`src/rtl/mux_recombine.sv`:
```
// mux_recombine: merges two per-lane FIFOs into one strictly alternating stream (lane 0, lane 1, ...).
// Latency: a word written into an empty, selected lane FIFO appears on data_out two edges later. Sustained rate is 1 word/cycle.
// Backpressure: full0/full1 go to the upstream stage, and a word written into a full lane is dropped. ready_out stalls the registered output.
// Optional: define MUX_RECOMBINE_OVF_ERR_EN to build the sticky overflow flag on err. Otherwise err is tied to 0.
module mux_recombine #(
  parameter int DW    = 4,
  parameter int DEPTH = 4
) (
  input  logic          clk,
  input  logic          reset,
  input  logic [DW-1:0] data_in0,
  input  logic          valid_in0,
  input  logic [DW-1:0] data_in1,
  input  logic          valid_in1,
  output logic          full0,
  output logic          full1,
  input  logic          ready_out,
  output logic [DW-1:0] data_out,
  output logic          valid_out,
  output logic          sel_out,
  output logic          err
);

  localparam int AW = $clog2(DEPTH);
  localparam int CW = AW + 1;
  localparam logic [CW-1:0] CNT_FULL = CW'(DEPTH);

  // The state names the lane that must supply the next output word.
  localparam logic [0:0] WAIT0 = 1'b0;
  localparam logic [0:0] WAIT1 = 1'b1;

  // Per-lane views shared between the FIFOs and the output FSM
  logic [1:0]    in_vld;
  logic [DW-1:0] in_dat [2];
  logic [1:0]    lane_full;
  logic [1:0]    lane_nonempty;
  logic [1:0]    lane_pop;
  logic [DW-1:0] head_dat [2];

  assign in_vld    = {valid_in1, valid_in0};
  assign in_dat[0] = data_in0;
  assign in_dat[1] = data_in1;

  // Lane FIFOs. The full and empty decisions use only the pre-edge count.
  // A word written while full is dropped even if the same lane pops this cycle,
  // and a write into an empty FIFO cannot be popped in the same cycle.
  for (genvar g = 0; g < 2; g++) begin : g_lane
    logic [DW-1:0] mem_q [DEPTH];
    logic [AW-1:0] wr_ptr_q, wr_ptr_d;
    logic [AW-1:0] rd_ptr_q, rd_ptr_d;
    logic [CW-1:0] cnt_q, cnt_d;
    logic          wr;

    assign lane_full[g]     = (cnt_q == CNT_FULL);
    assign lane_nonempty[g] = (cnt_q != '0);
    assign wr               = in_vld[g] & ~lane_full[g];
    assign head_dat[g]      = mem_q[rd_ptr_q];

    // Next pointers and occupancy. A write and a pop together leave the count unchanged.
    always_comb begin
      wr_ptr_d = wr_ptr_q;
      rd_ptr_d = rd_ptr_q;
      cnt_d    = cnt_q;
      if (wr) begin
        wr_ptr_d = wr_ptr_q + AW'(1);
      end
      if (lane_pop[g]) begin
        rd_ptr_d = rd_ptr_q + AW'(1);
      end
      case ({wr, lane_pop[g]})
        2'b10:   cnt_d = cnt_q + CW'(1);
        2'b01:   cnt_d = cnt_q - CW'(1);
        default: cnt_d = cnt_q;
      endcase
    end

    // Storage needs no reset, because the zeroed count makes stale entries unreachable.
    always_ff @(posedge clk) begin
      if (wr) begin
        mem_q[wr_ptr_q] <= in_dat[g];
      end
    end

    // Pointer and count registers. Reset discards everything buffered.
    always_ff @(posedge clk) begin
      if (reset) begin
        wr_ptr_q <= '0;
        rd_ptr_q <= '0;
        cnt_q    <= '0;
      end else begin
        wr_ptr_q <= wr_ptr_d;
        rd_ptr_q <= rd_ptr_d;
        cnt_q    <= cnt_d;
      end
    end
  end

  assign full0 = lane_full[0];
  assign full1 = lane_full[1];

  // Output stage state
  logic [0:0]    state_q, state_d;
  logic [DW-1:0] data_q, data_d;
  logic          valid_q, valid_d;
  logic          sel_q, sel_d;
  logic          load_en;
  logic          pop_any;

  // Output FSM: pop only from the lane named by the state and never skip it.
  // Without a pop, an accepted word empties the output register.
  always_comb begin
    load_en  = ~valid_q | ready_out;
    pop_any  = load_en & lane_nonempty[state_q];
    lane_pop = '0;
    state_d  = state_q;
    data_d   = data_q;
    valid_d  = valid_q;
    sel_d    = sel_q;
    if (pop_any) begin
      lane_pop[state_q] = 1'b1;
      data_d            = head_dat[state_q];
      valid_d           = 1'b1;
      sel_d             = state_q[0];
      state_d           = (state_q == WAIT0) ? WAIT1 : WAIT0;
    end else if (ready_out) begin
      valid_d = 1'b0;
    end
  end

  // Registered output and FSM state
  always_ff @(posedge clk) begin
    if (reset) begin
      state_q <= WAIT0;
      data_q  <= '0;
      valid_q <= 1'b0;
      sel_q   <= 1'b0;
    end else begin
      state_q <= state_d;
      data_q  <= data_d;
      valid_q <= valid_d;
      sel_q   <= sel_d;
    end
  end

  assign data_out  = data_q;
  assign valid_out = valid_q;
  assign sel_out   = sel_q;

`ifdef MUX_RECOMBINE_OVF_ERR_EN
  logic err_q, err_d;

  // Sticky overflow: any valid word offered to a full lane sets the flag until reset.
  always_comb begin
    err_d = err_q | (|(in_vld & lane_full));
  end

  // Overflow flag register
  always_ff @(posedge clk) begin
    if (reset) begin
      err_q <= 1'b0;
    end else begin
      err_q <= err_d;
    end
  end

  assign err = err_q;
`else
  assign err = 1'b0;
`endif

endmodule
```
`config.mk`:
```
export PLATFORM = sky130hd
export DESIGN_NAME = mux_recombine
export DESIGN_NICKNAME = d
export VERILOG_FILES = /design/src/rtl/mux_recombine.sv
export SDC_FILE = /design/constraint.sdc
export NUM_CORES = 1
export LEC_CHECK = 0
export BUFFER_PORTS_ARGS = -buffer_cell sky130_fd_sc_hd__buf_4
export CORE_MARGIN = 5
export CORE_UTILIZATION = 58
export DETAILED_ROUTE_END_ITERATION = 6
export PLACE_DENSITY = 0.9
export SYNTH_ARGS = -nofsm -noshare
export SYNTH_HDL_FRONTEND = slang
export SYNTH_SLANG_ARGS = --single-unit
```
`constraint.sdc`:
```
create_clock -name clk -period 2.75 [get_ports clk]
set_clock_uncertainty 0.2 [all_clocks]
set_input_delay 0.1375 -clock clk [delete_from_list [all_inputs] [get_ports clk]]
set_output_delay 0.1375 -clock clk [all_outputs]
set_load 0.02 [all_outputs]
```
* Word-level counts from Yosys, hierarchy flattened
Memories as Yosys holds them, arrays and structs flattened. A register that Yosys moved wholly into a read port is not among the register bits.
Cells that the tools add are included.
** Storage, ports and cells
- Flip-flop bits (word level) :: 21
- Latch bits :: 0
- Bits in writable memories :: 32
- ROM bits :: 0
- Bits of input ports :: 13
- Output and inout port bits :: 9
- Memories kept :: 2
** Cells by class
- Add/sub/neg operators :: 8
- Multipliers :: 0
- Divide/modulo/power cells :: 0
- Order comparisons :: 3
- Eq/ne operators :: 6
- Shift-type cells :: 0
- Mux-type cells :: 21
- Bitwise gates (word level) :: 8
- Reductions and logical operators :: 6
** Memories
- g_lane[0].mem_q :: depth 4, width 4, rd ports 1, clocked after memory_dff 1, write ports 1, RTL line 48 : logic [DW-1:0] mem_q [DEPTH];
- g_lane[1].mem_q :: depth 4, width 4, rd ports 1, clocked after memory_dff 1, write ports 1, RTL line 48
** Operators by type and width (number)
- $mux W4 :: 3
- $pmux W3 S2 :: 2
- $mux W1 :: 10
- $mux W2 :: 5
- $add A2 B1 Y2 const B :: 4
- $add A3 B1 Y3 const B :: 2
- $eq A3 B3 Y1 const B :: 2
- $reduce_bool A2 Y1 :: 3
- $reduce_bool A3 Y1 :: 2
- $sub A3 B1 Y3 const B :: 2
- $eq A2 B1 Y1 const B :: 2
- $eq A2 B2 Y1 const B :: 2
- $and A1 B1 Y1 :: 3
- $not A1 Y1 :: 3
- $ge A2 B2 Y1 const B :: 1
- $lt A1 B2 Y1 const B :: 1
- $not A1 Y2 :: 1
- $demux W1 S1 :: 1
- $ge A1 B1 Y1 const B :: 1
- $logic_and A1 B1 Y1 :: 1
- $or A1 B1 Y1 :: 1

* Logic depth before layout (Yosys ltp)
- Depth in word-level cells :: 7
- Gate-level depth with buffers :: 11

* Worst setup path after synthesis
OpenSTA, ideal clock, no wires.
- Path kind :: register to register
- Start point :: reg valid_q (netlist: valid_out)
- End point :: reg g_lane[0].cnt_q[2]
- Arrival :: 2.224 ns
- Slack :: 0.255 ns
- Cell stages (with the launch flop) :: 11
- Path buffers :: 1
- Path through :: dfxtp_1 -> nor2b_1 -> clkbuf_1 -> or3_1 -> inv_1 -> ha_1 -> inv_1 -> fa_1 -> xor2_1 -> or3_1 -> a21oi_1
** On the way
- Cells in the longest elaborated chain, start to end :: 6
- Elaborated cells between the ends (all ways) :: 8
- Classes of those cells :: 2 x eq/ne; 2 x mux; 3 x bitwise; 1 x reduce/logical
** Ends and longest elaborated chain
- from (decl) :: RTL line 104 : logic valid_q, valid_d;
- from (signal assigned) :: RTL line 140 : valid_q <= valid_d;
- $not A1 Y1 * :: RTL line 112 : load_en = ~valid_q | ready_out;
- $or A1 B1 Y1 * :: RTL line 112
- $and A1 B1 Y1 * :: RTL line 113 : pop_any = load_en & lane_nonempty[state_q];
- $mux W2 * :: RTL line 119 : if (pop_any) begin
- via lane_pop[0] :: RTL line 37 : logic [1:0] lane_pop;
- $eq A2 B1 Y1 or $eq A2 B2 Y1 (tied branches) :: RTL line 70 : case ({wr, lane_pop[g]})
- $pmux W3 S2 or $reduce_bool A2 Y1 (tied branches)
- to (signal assigned) :: RTL line 93 : cnt_q <= cnt_d;
- to (decl) :: RTL line 51 : logic [CW-1:0] cnt_q, cnt_d;
Mark *: on every way through the listed nets, which the timed path passes. The rest lies on a longest branch.
A chain may end at the register's enable or synchronous reset.

* Worst setup path after layout
- Start point :: reg g_lane[0].cnt_q[2]
- End point :: reg g_lane[0].cnt_q[2]
** On the way
- Cells in the longest elaborated chain, start to end :: 7
- Elaborated cells between the ends (all ways) :: 14
- Classes of those cells :: 2 x add/sub; 3 x eq/ne; 4 x mux; 3 x bitwise; 2 x reduce/logical
** Ends and longest elaborated chain
- $reduce_bool A3 Y1 :: RTL line 55 : assign lane_nonempty[g] = (cnt_q != '0);
- $mux W1 (not written as such) (2 in series) :: RTL line 113
- $and A1 B1 Y1 :: RTL line 113
- $mux W2 :: RTL line 119
- $eq A2 B1 Y1 or $eq A2 B2 Y1 (tied branches) :: RTL line 70
- $pmux W3 S2 or $reduce_bool A2 Y1 (tied branches)
Several ways; a longest one is shown, not always the timed one. The select of a mux whose other input is x is not followed.

==> reports/metrics.sh <==
COMMONEST_NON_FILL_NON_TAP_CELL_IN_THE_LAYOUT='edfxtp_1'
HPWLAFTERDP_MM=3.089
LEAKAGE_POWER_TOTAL_nW=1.170
YS_TYPES=36
FINALWORSTPATHREQUIREDPERIOD_NS=2.545
COREAREA_SQ_UM=4058
FINAL-SETUP-VIOL-COUNT=0
LEADING_CELL_TYPES_IN_THE_LAYOUT_FILL_AND_TAPS_EXCLUDED='edfxtp_1, dfxtp_1, buf_4, inv_1'
FLOORPLAN.DIE.WIDTH_MICRONS=75.26
LAYOUT-AREA-OVERHEAD-VS-SYNTH_PCT=20.42
HP-CLASS='input pin to flip-flop'
PLACEMENTROWS=23
IR_DROP_mV=0.6708
MAX_CLOCK_FREQ_GHz=0.3929
ROUTEDWLPERCELL_MICRONS=16.69
GP_CONGESTION=0.7312
ANTENNA_FOUND_INITIAL=0
R2R-START='g_lane[0].cnt_q[2]'
CLOCK_LATENCY_NS=0.32
NUMCTSBUFFERS=9
SLEW-LIMIT-HEADROOM=0.6129
AGGREGATE_GLOBAL_ROUTING_OVERFLOW=0
PORT-BUFFER-COUNT=20
YOSYSWARNINGCOUNT=0
POST_SYNTH_MAIN_AREA_CONTRIBUTORS='edfxtp_1, dfxtp_1, mux4_2'
AREA_OF_THE_DIE_SQ_UM=5663
AVGSYNTHCELLAREA_SQ_UM=13.07
GRT_FIRST_PASS_WIRELENGTH_MM=7.790
SYNTH_TOP_AREA_CELL='edfxtp_1'
VIAS_PER_CELL=5.675
VIAS_IN_THE_FIRST_GLOBAL_ROUTE=1631
SYNTH.FF_LATCH_COUNT=57
LAYOUT-DRIVE-GT1-SHARE=0.2189
INITIALDRTVIOLATIONCOUNT=147
TIMING.HOLD.WORST_ENDPOINT='valid_out'
MAX-CAP-VIOLATIONS=0
SETUP.REG_TO_REG.WORST_SLACK_NS=0.20
R2R-END='g_lane[0].cnt_q[2]'
POWER_DENSITY_nW_PER_UM2=970.2
PATH_MAX_FANOUT=7
CRITICAL_PATH.STARTPOINT_TYPE='flip-flop'
FIRSTDRTPASSITERS=4
SYNTH_SEQ_AREA_SHARE=0.5917
FINALWIRELENGTH_MM=4.722
CTS_HTREE_LEVELS=3
FINALHOLDVIOLCOUNT=0
START_UTIL=0.6087
MAPPEDNETLISTNETS=214
RSZ0062_AT_GRT='no'
WORST_HOLD_SLACK_NS=0.1211
CTSLONGESTPATHBUFFERS=2
SYNTH_CELLS=189
PIN_COUNT=22
DRV_SLEW=0
MIN-DELAY-START='ready_out'
ENDPOINT_KIND='flip-flop'
CTSROOTBUFFERMASTER='clkbuf_8'
SYNTHFLOPTYPE='edfxtp_1'
ANTENNADIODECOUNT=0
CP_DATA_ARRIVAL_TIME_NS=2.60
ROUTE.DETAILED.DRC=0
GLOBALROUTETOTALUTIL=0.1955
HOLD_PATH_STAGES=5
TRITONCTS='done'
DIEHEIGHT_MICRONS=75.26
CTS.SINK_COUNT=57
TIMING.FINAL.CRIT_SHARE=0.9255
OUTCOME='finished clean'
NETS=253
GRT_MAX_DEGREE=26
VIAS=1606
SYNTHARSTFLOPSHARE=0
SYNTH_ENABLE_FLOP_CELLS=32
TIMING.SETUP.CRITICAL_PATH_CLASS='flip-flop to flip-flop'
WORST-ENDPOINT-REQUIRED_NS=2.81
SYNTH_TOP_AREA_FRAC=0.3891
CTS_SETUP_BUFFERS=0
TIMING.REG2REG.WORST_PATH_DEPTH=10
DETAIL-ROUTE-ANTENNA-NETS=0
SYN_AREA_SQ_UM=2470
SLEW_AT_THE_PIN_CLOSEST_TO_ITS_MAX_SLEW_LIMIT_NS=0.5726
CLKTRANSATPATHREGS_NS=0.06
TOTALNEGATIVESETUPSLACK_NS=0
## sequential cells by signal, summed over array words and instances, names as in the netlist, named ones only
signal and flops:
g_lane.mem_q 32, g_lane.cnt_q 6, data_out 4, g_lane.rd_ptr_q 4
g_lane.wr_ptr_q 4, sel_out 1, state_q 1, valid_out 1
## report_power, final
group | switching [W] | leakage [nW] | total, W | internal, W
Sequential | 0.000141 | 0.500 | 0.00121 | 0.00107
Clock | 0.000296 | 0.0850 | 0.000675 | 0.000379
Combinational | 0.000535 | 0.586 | 0.00100 | 0.000469
## per-stage QoR
step	total power (W)	area [sq um]	setup slack [ns]	utilization	instances
after global placement	0.002135	2670	0.2847	0.6580	254
final	0.002885	2974	0.2048	0.7330	283
after floorplan	0.001905	2470	0.2550	-	189
after global routing	0.003080	2974	0.03457	0.7330	283
after CTS	0.002872	2970	0.1274	0.7320	283
after detailed placement	0.002182	2670	0.1476	0.6580	254
## worst max-delay path, stage by stage, from the launching register on
cell     delay [ns]
dfxtp_1        0.39
or3b_1         0.48
inv_2          0.12
nor2_1         0.04
inv_1          0.04
ha_1           0.16
inv_1          0.06
fa_1           0.38
xor2_1         0.16
or3_1          0.30
a21oi_1        0.15
## what timing repair did
action,CTS,global route
setup endpoints to repair,0,1
hold endpoints to repair,51,0
resized for setup,0,2
hold buffers,13,0
## Yosys cell counts, types with 3 or more instances
master and number:
edfxtp_1 32, dfxtp_1 25, o21ai_0 3, o21ai_1 4, inv_2 3, clkbuf_1 5
mux2i_1 4, and3_1 8, xor2_1 4, a31oi_1 4, a211oi_1 4, mux4_2 8
or3_1 3, inv_1 15, nor2_1 12, nor2b_1 4, ha_1 10, nand3_1 4
a21oi_1 13
## worst max path at each step
stage,cells past startpoint,endpoint,slack [ns],start
floorplan,10,g_lane[0].cnt_q[2],0.26,valid_out
global placement,10,g_lane[0].cnt_q[2],0.28,g_lane[0].cnt_q[2]
detailed placement,10,g_lane[1].cnt_q[2],0.15,g_lane[1].cnt_q[2]
CTS,10,g_lane[1].cnt_q[2],0.13,g_lane[1].cnt_q[2]
global route,10,g_lane[1].cnt_q[2],0.03,g_lane[1].cnt_q[2]
finish,10,g_lane[0].cnt_q[2],0.20,g_lane[0].cnt_q[2]
## per-layer routing
metal,track usage,vias to the layer above,share of wire
met5,0,-,0
met4,0.09709,0,0.021
met3,0.06809,12,0.048
met2,0.3095,60,0.51
met1,0.2390,767,0.42
li1,-,767,-
## logic make-up after synthesis
logic type / share of synthesized area
mux: 0.1104
compound gates: 0.06889
buf+inv: 0.04154
fa+ha+maj: 0.06687
flops: 0.5917
other cells: 0.001518
xor+xnor: 0.01418
simple gates: 0.1049
## final cells by class
cell class | instances | area, sq um
multi-input combinational | 106 | 908.4
tap | 50 | 62.56
inverter | 18 | 67.56
clock buffer | 16 | 170.2
timing repair buffer | 36 | 302.8
sequential | 57 | 1463
fill | 249 | 1084
Note: power is estimated with default switching activity, not from simulation.
